[src/rtl/fact_mmio_if_if.sv]
// rtl/fact_mmio_if_if.sv - CPU word bus and factorial-unit handshake bundle
interface fact_mmio_if_if;
  logic        we;
  logic [1:0]  a;
  logic [31:0] wd;
  logic [31:0] rd;
  logic        fact_go;
  logic [3:0]  fact_n;
  logic        fact_done;
  logic        fact_err;
  logic [31:0] fact_prod;
  logic        busy;

  modport master (
    output we, a, wd, fact_done, fact_err, fact_prod,
    input  rd, fact_go, fact_n, busy
  );

  modport slave (
    input  we, a, wd, fact_done, fact_err, fact_prod,
    output rd, fact_go, fact_n, busy
  );
endinterface

[src/rtl/fact_mmio_if.sv]
// rtl/fact_mmio_if.sv - memory-mapped launcher, status capture and watchdog for the factorial unit
module fact_mmio_if #(
  parameter int TIMEOUT = 255
) (
  input  logic           clk,
  input  logic           rst,
  fact_mmio_if_if.slave  bus
);

  typedef enum logic [1:0] {S_IDLE, S_LAUNCH, S_BUSY, S_DONE} state_t;

  localparam logic [15:0] WDOG_LAST = 16'(TIMEOUT - 1);

  state_t      state, state_nx;
  logic [3:0]  n_reg;
  logic        go_reg;
  logic        done_s;
  logic        err_s;
  logic        tout_s;
  logic [31:0] result;
  logic [15:0] wdog;
  logic        done_q;

  logic idle_like;
  logic wr_n;
  logic start;
  logic done_edge;
  logic finish_ok;
  logic finish_to;
  logic unused_wd;

  assign unused_wd = ^bus.wd[31:4];

  assign idle_like = (state == S_IDLE) || (state == S_DONE);
  assign wr_n      = bus.we && (bus.a == 2'd0) && idle_like;
  assign start     = bus.we && (bus.a == 2'd1) && bus.wd[0] && idle_like;
  // Only a rising done counts, so a level left high by the last run cannot complete this one.
  assign done_edge = bus.fact_done & ~done_q;
  assign finish_ok = (state == S_BUSY) && done_edge;
  assign finish_to = (state == S_BUSY) && !done_edge && (wdog == WDOG_LAST);

  always_ff @(posedge clk) begin
    if (!rst) begin
      state <= S_IDLE;
    end else begin
      state <= state_nx;
    end
  end

  always_comb begin
    state_nx = state;
    case (state)
      S_IDLE, S_DONE: if (start) state_nx = S_LAUNCH;
      S_LAUNCH:       state_nx = S_BUSY;
      S_BUSY:         if (finish_ok || finish_to) state_nx = S_DONE;
      default:        state_nx = S_IDLE;
    endcase
  end

  always_comb begin
    bus.fact_go = (state == S_LAUNCH);
    bus.busy    = (state == S_LAUNCH) || (state == S_BUSY);
    bus.fact_n  = n_reg;
    bus.rd      = 32'd0;
    case (bus.a)
      2'd0: bus.rd = {28'd0, n_reg};
      2'd1: bus.rd = {31'd0, go_reg};
      2'd2: bus.rd = {29'd0, tout_s, err_s, done_s};
      2'd3: bus.rd = result;
      default: bus.rd = 32'd0;
    endcase
  end

  always_ff @(posedge clk) begin
    if (!rst) begin
      n_reg  <= 4'd0;
      go_reg <= 1'b0;
      done_s <= 1'b0;
      err_s  <= 1'b0;
      tout_s <= 1'b0;
      result <= 32'd0;
      wdog   <= 16'd0;
      done_q <= 1'b0;
    end else begin
      done_q <= bus.fact_done;

      if (wr_n) n_reg <= bus.wd[3:0];

      if (start) begin
        go_reg <= 1'b1;
        done_s <= 1'b0;
        err_s  <= 1'b0;
        tout_s <= 1'b0;
        result <= 32'd0;
      end

      if (state == S_LAUNCH) begin
        wdog <= 16'd0;
      end else if ((state == S_BUSY) && (wdog != 16'hFFFF)) begin
        wdog <= wdog + 16'd1;
      end

      // Normal completion wins over a watchdog expiry on the same cycle.
      if (finish_ok) begin
        done_s <= 1'b1;
        err_s  <= bus.fact_err;
        result <= bus.fact_err ? 32'd0 : bus.fact_prod;
        go_reg <= 1'b0;
      end else if (finish_to) begin
        tout_s <= 1'b1;
        done_s <= 1'b1;
        go_reg <= 1'b0;
        result <= 32'd0;
      end
    end
  end

endmodule

[src/flat_wrapper.sv]
// flat-port wrapper written by rule: the top's interface ports become plain ports
module fact_mmio_if_flat 
#(
  parameter int TIMEOUT = 255
)
  (clk, rst, bus_we, bus_a, bus_wd, bus_fact_done, bus_fact_err, bus_fact_prod, bus_rd, bus_fact_go, bus_fact_n, bus_busy);
  fact_mmio_if_if bus_i ();
  input  logic clk;
  input  logic rst;
  input wire logic [$bits(bus_i.we)-1:0] bus_we;
  input wire logic [$bits(bus_i.a)-1:0] bus_a;
  input wire logic [$bits(bus_i.wd)-1:0] bus_wd;
  input wire logic [$bits(bus_i.fact_done)-1:0] bus_fact_done;
  input wire logic [$bits(bus_i.fact_err)-1:0] bus_fact_err;
  input wire logic [$bits(bus_i.fact_prod)-1:0] bus_fact_prod;
  output wire logic [$bits(bus_i.rd)-1:0] bus_rd;
  output wire logic [$bits(bus_i.fact_go)-1:0] bus_fact_go;
  output wire logic [$bits(bus_i.fact_n)-1:0] bus_fact_n;
  output wire logic [$bits(bus_i.busy)-1:0] bus_busy;
  assign bus_i.we = bus_we;
  assign bus_i.a = bus_a;
  assign bus_i.wd = bus_wd;
  assign bus_i.fact_done = bus_fact_done;
  assign bus_i.fact_err = bus_fact_err;
  assign bus_i.fact_prod = bus_fact_prod;
  assign bus_rd = bus_i.rd;
  assign bus_fact_go = bus_i.fact_go;
  assign bus_fact_n = bus_i.fact_n;
  assign bus_busy = bus_i.busy;
  fact_mmio_if #(.TIMEOUT(TIMEOUT)) u_core (.clk(clk), .rst(rst), .bus(bus_i));
endmodule
[config.mk]
export PLATFORM = sky130hd
export DESIGN_NAME = fact_mmio_if_flat
export DESIGN_NICKNAME = d
export VERILOG_FILES = /design/src/rtl/fact_mmio_if_if.sv /design/src/rtl/fact_mmio_if.sv /design/src/flat_wrapper.sv
export SDC_FILE = /design/constraint.sdc
export NUM_CORES = 1
export LEC_CHECK = 0
export ABC_AREA = 1
export ABC_CLOCK_PERIOD_IN_PS = 4330
export BUFFER_PORTS_ARGS = -buffer_cell sky130_fd_sc_hd__buf_2
export CAP_MARGIN = 30
export CORE_ASPECT_RATIO = 0.75
export CORE_UTILIZATION = 53
export CTS_CLUSTER_DIAMETER = 100
export DETAILED_ROUTE_END_ITERATION = 8
export PLACE_DENSITY = 0.95
export SYNTH_ARGS = -nofsm -noshare
export SYNTH_HDL_FRONTEND = slang
export SYNTH_SLANG_ARGS = --single-unit
[constraint.sdc]
create_clock -name clk -period 4.33 [get_ports clk]
set_clock_uncertainty 0.15 [all_clocks]
set_input_delay 0.433 -clock clk [delete_from_list [all_inputs] [get_ports clk]]
set_output_delay 0.433 -clock clk [all_outputs]
set_load 0.01 [all_outputs]
==> flow_summary_export.csv, run 1 <==
group,metric,value,unit
timing,clock.fmax,0.393,GHz
place,gp_congestion,0.817,
timing,totalNegativeSetupSlack,0,ps
pwr,p_per_area,431,nW/um2
timing,setup_viol,0,
final_layout,nets,584,
die,fp.coreArea,5380,um2
global_route,grt_pass1_wl,12.1,mm
hold_path,whs_path_depth,3,
logic_synthesis,netlist_instances,437,
clock_tree,clk_latency,340,ps
pwr,p_leak,1.53,nW
hold_path,min_path_type,"in -> reg",
global_route,gr-usage-all-layers,27.1,%
logic_synthesis,ys_ff_latch,59,
die,die_y,67.1,um
critical_path,worstSetupPathType,"in -> out",
routing,drt_iter0_drc,323,
clock_tree,clockBufferDepth,2,
logic_synthesis,avgSynthCellArea,6.85,um2
final_layout,synthToLayoutAreaGrowth,22.4,%
timing,fin_crit,2550,ps
critical_path,ff2ff_path_depth,6,
final_layout,final_common_cell,"nand2_1",
critical_path,cp_data_required_time,3750,ps
routing,finalWirelength,7.98,mm
logic_synthesis,seq_area_frac_synth,39.5,%
final_layout,drive_gt1_share,22.1,%
die,io-pin-count,109,
critical_path,critPathArrivalTime,1960,ps
routing,drc,0,
routing,viasPerCell,5.43,
critical_path,startpoint_type,"primary input",
place,dp_hpwl,5.45,mm
timing,rsz0062_at_grt,"false",
timing,relSlewSlack,32.7,%
clock_tree,cts_root_buf,"clkbuf_8",
global_route,grt_max_degree,38,
final_layout,fill_cells,445,
die,rows,23,
clock_tree,hold_buffers,0,
die,dieArea,5950,um2
pwr,vdd_drop_max,0.264,mV
final_layout,layoutNonFillerInstCount,587,
routing,route.vias.total,3187,
place,dp_cells,572,
critical_path,crit_path_end_kind,"output port",
timing,hold_violations,0,
timing,min_period_over_period,58.8,%
status,outcome,"complete, no violations",
place,port-buffer-count,80,
final_layout,fin_util,68.0,%
routing,detail-route-antenna-nets,0,
logic_synthesis,synth_fp_nets,513,
clock_tree,cts_resized,0,
timing,slew_violations,0,
routing,routedWlPerCell,13.6,um
logic_synthesis,yosysUniqueCellTypes,28,
global_route,gr-total-overflow,0,
pwr,power,0.00158,W
routing,first_pass_iters,5,
global_route,antenna_found_initial,0,
die,chipWidth,88.8,um
final_layout,n_antenna_cell,0,
clock_tree,numCtsBuffers,9,
job,cap_violations,0,
clock_tree,cts.sinks,59,
global_route,grt_pass1_vias,2717,
final_layout,regMostFlops,"u_core.result",
logic_synthesis,ys.warnings.count,0,
final_layout,largest_reg_flops,32,
clock_tree,post-cts-setup-buffers,0,
clock_tree,cts_tree,"done",
critical_path,path_max_fanout,29,
die,initial_utilization,55.6,%
clock_tree,path_clk_slew,70,ps
logic_synthesis,syn_area,2990,um2
timing,worstMarginPinSlew,1010,ps
timing,holdWs,187,ps
final_layout,final_cell_mix,"95 x nand2_1, 80 x buf_2, 63 x nor2_1",
clock_tree,cts_max_level,3,
## synthesized netlist by cell type
| cell | instances | area, um2 |
|---|---|---|
| a211oi_1 | 1 | 7.51 |
| a21oi_1 | 48 | 240 |
| a22o_1 | 1 | 8.76 |
| buf_1 | 4 | 15.0 |
| buf_2 | 7 | 35.0 |
| buf_6 | 1 | 11.3 |
| clkbuf_1 | 9 | 33.8 |
| dfxtp_1 | 59 | 1180 |
| ha_1 | 5 | 62.6 |
| inv_1 | 56 | 210 |
| nand2_1 | 95 | 357 |
| nand2_2 | 3 | 18.8 |
| nand2_4 | 1 | 11.3 |
| nand3_1 | 20 | 100 |
| nand3_2 | 2 | 20.0 |
| nand3_4 | 1 | 17.5 |
| nand3b_1 | 3 | 22.5 |
| nand4_1 | 34 | 213 |
| nand4_2 | 1 | 12.5 |
| nor2_1 | 63 | 236 |
| nor2_2 | 1 | 6.26 |
| nor2_4 | 7 | 78.8 |
| nor3_1 | 2 | 10.0 |
| nor3b_1 | 1 | 7.51 |
| o21ai_0 | 8 | 40.0 |
| o21ai_1 | 2 | 10.0 |
| o21ai_4 | 1 | 16.3 |
| xnor2_1 | 1 | 8.76 |
## power by group
| group | total (W) | switching, W | leakage [nW] | internal, W |
|---|---|---|---|---|
| sequential | 0.000606 | 0.0000263 | 0.477 | 0.000580 |
| clock | 0.000671 | 0.000219 | 0.132 | 0.000452 |
| combinational | 0.000302 | 0.000202 | 0.916 | 0.0000997 |
| total | 0.00158 | 0.000448 | 1.53 | 0.00113 |
## cell families (layout without fill, tap and decap cells)
family / after synthesis / count (layout) / share of synthesized area, %
buffers and inverters: 77 / 152 / 10.2
DFF: 59 / 59 / 39.5
AOI/OAI and AO/OA: 61 / 61 / 10.8
xor gates and xnor gates: 1 / 1 / 0.293
adders and majority gates: 5 / 5 / 2.09
and+or+nand+nor: 234 / 234 / 37.1
## critical path, stage by stage
cell     delay [ps]
buf_2           130
nand2_1         740
inv_1           260
a22o_1          260
buf_2           130
## final timing paths
path                                          end  slack [ps]               from
worst max-delay path                    bus_rd[3]        1780           bus_a[1]
worst min-delay path            u_core.result[24]         190  bus_fact_prod[24]
worst max register to register  u_core.result[21]        1860    u_core.state[0]
worst min register to register      u_core.go_reg         320      u_core.go_reg
## layer usage
metal | wire [um] | track usage (%)
met5 | 0 | 0
met4 | 229 | 13.5
met3 | 468 | 7.56
met2 | 3940 | 44.0
met1 | 3330 | 32.7
## stage by stage
stage	worst slack [ps]	cell area (um2)
5_1_grt	1670	3660
2_1_floorplan	2580	2990
4_1_cts	1830	3660
6_report	1780	3660
3_3_place_gp	1870	3400
3_5_place_dp	1830	3400
## area by class of cell
cell class              instances  area [um2]  share of cell area, %
multi-input cells             301        1510                   41.1
inverters                      56         210                   5.74
repair buffers                 81         408                   11.1
clock inverters                 5         125                   3.42
flip-flops and latches         59        1180                   32.3
well taps                      75        93.8                   2.56
clock buffers                  10         138                   3.76
No activity file was read; power rests on OpenSTA's default activity.
==> run 2, diff against run 1 <==
ABC_CLOCK_PERIOD_IN_PS = 2150   (was 4330)
CORE_UTILIZATION = 45   (was 53)
PLACE_DENSITY = 0.89   (was 0.95)
clock period = 2.15 ns   (was 4.33 ns; I/O delays follow)
==> run 2 against run 1 <==
- global-route usage decreased by 1.3 points
- worst setup slack got worse by 1600 ps
- first-iteration DRC count decreased by 18%
- final cell count increased by 8.9%
- combinational power increased by 140%
- register-to-register slack got worse by 1700 ps
- utilization decreased by 4.7 points
- sequential cell count unchanged
- largest cell class unchanged
==> flow_summary_export.csv, run 2 (synthesis results as in run 1) <==
group,metric,value,unit
pwr,p_int,0.00189,W
hold_path,hp-start,"bus_wd[2]",
critical_path,rr_endpoint,"u_core.result[31]",
timing,fin_crit,1980,ps
place,dp_hpwl,5.38,mm
global_route,grt_pass1_wl,13.7,mm
routing,viasPerCell,5.36,
routing,detail-route-antenna-nets,0,
timing,min_period_over_period,92.3,%
critical_path,r2r_setup_slack,170,ps
routing,drt_iter0_drc,265,
die,chipWidth,96.2,um
pwr,seqPwrFrac,43.1,%
clock_tree,path_clk_slew,70,ps
pwr,p_per_area,703,nW/um2
timing,totalNegativeSetupSlack,0,ps
die,rows,25,
routing,route.vias.total,3423,
final_layout,regMostFlops,"u_core.result",
timing,relSlewSlack,72.5,%
place,dpl_cell_area,3490,um2
final_layout,layoutNonFillerInstCount,639,
die,initial_utilization,47.1,%
critical_path,rr_startpoint,"u_core.state[0]",
final_layout,fill_cells,518,
critical_path,path_max_fanout,25,
global_route,gr-usage-all-layers,25.7,%
routing,routedWlPerCell,13.9,um
global_route,antenna_found_initial,0,
final_layout,finish.instance_area,4020,um2
clock_tree,cts_max_level,3,
critical_path,ff2ff_path_depth,7,
global_route,grt_pass1_vias,2951,
routing,first_pass_iters,5,
die,dieArea,6980,um2
pwr,vdd_drop_max,0.721,mV
routing,drc,0,
critical_path,cpPeakStageDelay,340,ps
place,port-buffer-count,80,
job,cap_violations,0,
critical_path,crit_slowest_cell,"dfxtp_1",
final_layout,final_common_cell,"nand2_1",
hold_path,whs_path_depth,3,
pwr,switching_share,33.3,%
place,gp_congestion,0.890,
critical_path,startpoint_type,"register",
timing,setup_viol,0,
final_layout,largest_reg_flops,32,
clock_tree,clockBufferDepth,2,
global_route,gr-total-overflow,0,
critical_path,critPathArrivalTime,2090,ps
pwr,p_leak,1.68,nW
clock_tree,cts_root_buf,"clkbuf_8",
clock_tree,clk_latency,340,ps
timing,hold_violations,0,
pwr,power,0.00283,W
global_route,grt_max_degree,29,
final_layout,final_cell_mix,"95 x nand2_1, 80 x buf_2, 63 x nor2_1",
critical_path,cp_data_required_time,2260,ps
critical_path,crit_path_end_kind,"register",
pwr,p_comb_share,25.6,%
pwr,pwr-share-clk,31.3,%
critical_path,worstSetupPathType,"reg -> reg",
place,dp_cells,588,
clock_tree,cts.sinks,59,
status,outcome,"complete, no violations",
timing,slew_violations,0,
timing,worstMarginPinSlew,412,ps
die,fp.coreArea,6350,um2
die,die_y,72.6,um
routing,finalWirelength,8.91,mm
final_layout,n_antenna_cell,0,
clock_tree,numCtsBuffers,9,
timing,rsz0062_at_grt,"false",
final_layout,nets,630,
die,io-pin-count,109,
critical_path,crit_chain,"inv_1, ha_2, nand3_4, nor2_4, buf_4, nand2_1, a21oi_1",
final_layout,synthToLayoutAreaGrowth,34.5,%
clock_tree,post-cts-setup-buffers,0,
pwr,p_sw,0.000941,W
hold_path,min_path_type,"in -> reg",
final_layout,drive_gt1_share,22.2,%
clock_tree,cts_tree,"done",
hold_path,min_to,"u_core.bus.fact_n[2]",
timing,clock.fmax,0.504,GHz
==> run 2: changes by cell type in the layout (fill, tap and decap cells not counted) <==
cell           delta
clkinvlp_4        +2
buf_12            +1
bufinv_16         -4
ha_1              -1
ha_2              +1
clkinv_2          +2
buf_4             +9
dlygate4sd3_1    +36
==> run 2: worst max-delay path by stage <==
| stage | to | slack, ps | from |
|---|---|---|---|
| floorplan | u_core.result[10] | 510 | u_core.state[0] |
| global placement | u_core.result[5] | 290 | u_core.state[0] |
| detailed placement | u_core.result[30] | 220 | u_core.state[0] |
| CTS | u_core.result[30] | 210 | u_core.state[0] |
| global route | u_core.result[31] | 60 | u_core.state[0] |
| finish | u_core.result[31] | 170 | u_core.state[0] |
==> run 2: metrics by stage <==
stage / setup slack (ps) / util [%] / hold slack [ps]
final: 166 / 63.4 / 3.35
after global routing: 62.4 / 63.4 / 19.7
after CTS: 207 / 63.3 / 1.18
after detailed placement: 221 / 55.0 / 301
after global placement: 291 / 55.0 / 302
after floorplan: 507 / - / 158
==> run 2: worst max-delay path: cells and delay by family, from the launching register on <==
family | cells | cell delay, ps
AO/OA/AOI/OAI | 1 | 240
adder cells (fa/ha/maj) | 1 | 280
buffers and inverters | 2 | 370
flip-flops | 1 | 340
AND/OR/NAND/NOR | 3 | 520
==> run 2: metal layers <==
| metal | vias up | GRT usage (%) | routed length, um |
|---|---|---|---|
| li1 | 1647 | - | - |
| met2 | 172 | 41.7 | 4190 |
| met4 | 0 | 14.9 | 488 |
| met5 | - | 0 | 0 |
| met1 | 1550 | 30.3 | 3540 |
| met3 | 54 | 7.50 | 695 |
==> run 2: what timing repair did <==
action                                  in CTS  in global routing
gates resized for setup                      0                  1
endpoints found under the setup margin       0                  1
hold endpoints to repair                    36                  0
hold buffers                                36                  0
==> run 2: area by class of cell <==
type | instances | area (um2) | area share (%)
clock buffer | 10 | 138 | 3.42
clock inverter | 5 | 30.0 | 0.746
inverter | 56 | 210 | 5.22
multi-input combinational | 301 | 1510 | 37.5
sequential | 59 | 1180 | 29.4
tap | 81 | 101 | 2.52
timing repair buffer | 127 | 856 | 21.3
==> run 2: power by group through the flow <==
stage	Clock, W	Sequential, W	Combinational, W
global route	0.000949	0.00123	0.000789
CTS	0.000893	0.00122	0.000697
finish	0.000885	0.00122	0.000723
detailed placement	0	0.00124	0.000642
global placement	0	0.00124	0.000622
floorplan	0	0.00123	0.000425
==> run 3, diff against run 2 <==
ABC_AREA = 0   (was 1)
CORE_MARGIN = 2   (was default)
CORE_UTILIZATION = 44   (was 45)
==> run 3 against run 2 <==
- die area down 1.7%
- worst setup slack worse by 150 ps
- clock-buffer cell count unchanged
- combinational power decreased by 9.8%
- routed wire length is 4.6% lower
- final cell count down 23%
==> flow_summary_export.csv, run 3 <==
group,metric,value,unit
global_route,gr-total-overflow,0,
routing,viasPerCell,5.89,
routing,detail-route-antenna-nets,0,
timing,clock.fmax,0.470,GHz
clock_tree,numCtsBuffers,9,
clock_tree,cts_max_level,3,
timing,rsz0062_at_grt,"true",
logic_synthesis,syn_area,2730,um2
critical_path,critPathArrivalTime,2210,ps
routing,drt_iter0_drc,306,
clock_tree,cts.sinks,59,
final_layout,final_common_cell,"buf_2",
logic_synthesis,synth-xor-area-share,0.641,%
final_layout,largest_reg_flops,32,
critical_path,startpoint_type,"register",
critical_path,cpPeakStageDelay,550,ps
logic_synthesis,synth_compound_area_share,21.9,%
timing,setup_viol,0,
critical_path,ff2ff_path_depth,4,
die,dieArea,6860,um2
logic_synthesis,synth_fa_ha_area_share,2.29,%
die,rows,24,
routing,finalWirelength,8.49,mm
die,die_y,72.3,um
critical_path,crit_chain,"or4b_4, nor4_4, o21ai_2, a32o_1",
routing,drc,0,
job,cap_violations,0,
final_layout,n_antenna_cell,0,
place,dp_hpwl,4.90,mm
logic_synthesis,synth_top_family_by_area,"simple AND/OR/NAND/NOR gates",
logic_synthesis,muxShareOfSynthArea,3.11,%
logic_synthesis,synth_fp_nets,358,
clock_tree,clk_latency,340,ps
place,port-buffer-count,80,
pwr,power,0.00301,W
clock_tree,cts_root_buf,"clkbuf_8",
global_route,grt_max_degree,35,
pwr,switching_share,29.3,%
logic_synthesis,ys.flop_type,"dfxtp_1",
hold_path,min_path_type,"in -> reg",
final_layout,final_cell_mix,"80 x buf_2, 57 x dfxtp_1, 38 x dlygate4sd3_1",
logic_synthesis,synthArstFlopShare,0,%
critical_path,path_max_fanout,17,
die,chipWidth,95,um
logic_synthesis,yosysMostFrequentCell,"dfxtp_1",
timing,hold_violations,0,
global_route,grt_pass1_vias,2613,
global_route,gr-usage-all-layers,23.8,%
die,initial_utilization,46.2,%
clock_tree,path_clk_slew,70,ps
global_route,grt_pass1_wl,12.6,mm
final_layout,synthToLayoutAreaGrowth,42.5,%
logic_synthesis,avgSynthCellArea,9.69,um2
pwr,p_per_area,773,nW/um2
final_layout,drive_gt1_share,32.8,%
logic_synthesis,netlist_instances,282,
final_layout,regMostFlops,"u_core.result",
logic_synthesis,ys_ff_latch,59,
routing,routedWlPerCell,17.4,um
timing,slew_violations,0,
critical_path,worstSetupPathType,"reg -> reg",
logic_synthesis,synthSimpleGateAreaFrac,23.2,%
critical_path,crit_path_end_kind,"register",
critical_path,crit_slowest_cell,"or4b_4",
clock_tree,clockBufferDepth,2,
status,outcome,"complete, no violations",
routing,route.vias.total,2879,
global_route,antenna_found_initial,0,
logic_synthesis,synth_area_leaders,"dfxtp_1 43%, a32o_1 11%, and3_1 7.3%, clkbuf_1 2.3%, ha_1 2.3%",
pwr,p_leak,1.77,nW
logic_synthesis,seq_area_frac_synth,43.2,%
timing,fin_crit,2130,ps
timing,totalNegativeSetupSlack,0,ps
clock_tree,cts_tree,"done",
logic_synthesis,synth_edf_count,0,
logic_synthesis,ys.warnings.count,0,
timing,worstMarginPinSlew,812,ps
timing,relSlewSlack,45.9,%
place,gp_congestion,0.900,
pwr,seqPwrFrac,40.8,%
hold_path,whs_path_depth,2,
logic_synthesis,yosysTopAreaCellShare,43.2,%
die,fp.coreArea,5920,um2
pwr,vdd_drop_max,0.387,mV
pwr,p_int,0.00213,W
pwr,p_sw,0.000883,W
die,io-pin-count,109,
critical_path,cp_data_required_time,2230,ps
pwr,pwr-share-clk,37.6,%
routing,first_pass_iters,5,
final_layout,nets,482,
logic_synthesis,yosys.area.top_type,"dfxtp_1",
logic_synthesis,synthTopCellsByCount,"59 x dfxtp_1, 32 x and3_1, 30 x a32o_1, 17 x clkbuf_1, 16 x nor2_1",
pwr,p_comb_share,21.7,%
timing,min_period_over_period,99.1,%
logic_synthesis,yosysUniqueCellTypes,51,
==> run 3: changes by cell type after synthesis, sizes merged, moves of 7 or more <==
| cell | before | now |
|---|---|---|
| a21oi | 48 | 9 |
| a32o | 0 | 32 |
| and3 | 0 | 32 |
| clkbuf | 9 | 17 |
| inv | 56 | 9 |
| nand2 | 99 | 14 |
| nand3 | 23 | 7 |
| nand4 | 35 | 10 |
| nor2 | 71 | 16 |
| o21ai | 11 | 4 |
==> run 3: cell type report <==
cell class	instances	area, um2
clock buffer	10	138
clock inverter	6	88.8
fill	422	2020
inverter	9	33.8
multi-input combinational	193	1440
sequential	59	1180
tap	78	97.6
timing repair buffer	134	913
==> run 3: per-stage QoR <==
stage	instances	area (um2)	util, %	hold slack, ps	setup slack [ps]
final	489	3890	65.8	59.2	20.3
after global routing	489	3890	65.8	46.1	-31.5
after CTS	486	3850	65.1	35.6	61.0
after detailed placement	432	3240	54.8	280	75.2
after global placement	432	3240	54.8	275	106
after floorplan	282	2730	-	187	20.9
==> run 3: kinds of logic (layout without fill, tap and decap cells) <==
logic type / count (synthesis) / in the layout
AO/OA/AOI/OAI: 69 / 71
XOR/XNOR: 2 / 2
adder cells (fa/ha/maj): 5 / 5
buffers and inverters: 32 / 159
flip-flops: 59 / 59
multiplexers: 7 / 7
AND/OR/NAND/NOR: 108 / 108
==> run 3: routing by layer <==
layer	vias to the layer above	share of wire, %	track usage [%]
met5	-	0	0
li1	1350	-	-
met1	1378	42	29.5
met2	133	50	40.2
met3	18	5.5	5.50
met4	0	2.3	9.82
==> run 3: path summary, 6_finish.rpt <==
| check | startpoint | to | slack [ps] |
|---|---|---|---|
| max | u_core.wdog[8] | u_core.result[11] | 20 |
| min | rst | u_core.tout_s | 60 |
| max reg2reg | u_core.wdog[8] | u_core.result[11] | 20 |
| min reg2reg | u_core.err_s | u_core.err_s | 330 |
==> run 3: worst max-delay path: cells and delay by family (launching register included) <==
kind,cells,cell delay [ps]
and+or+nand+nor,2,860
DFF,1,350
AOI/OAI and AO/OA,2,660
==> run 3: repair_timing <==
action / in CTS / in global routing
hold endpoints to repair: 38 / 0
hold buffers: 38 / 0
setup endpoints to repair: 0 / 34
resized for setup: 0 / 8
buffers inserted: 0 / 1
==> run 3: power groups by stage <==
stage	clock network (W)	registers, W	logic, W
final	0.00113	0.00123	0.000652
after CTS	0.00115	0.00122	0.000602
after global placement	0	0.00124	0.000524
after floorplan	0	0.00123	0.000379
after detailed placement	0	0.00124	0.000545
after global routing	0.00120	0.00123	0.000708
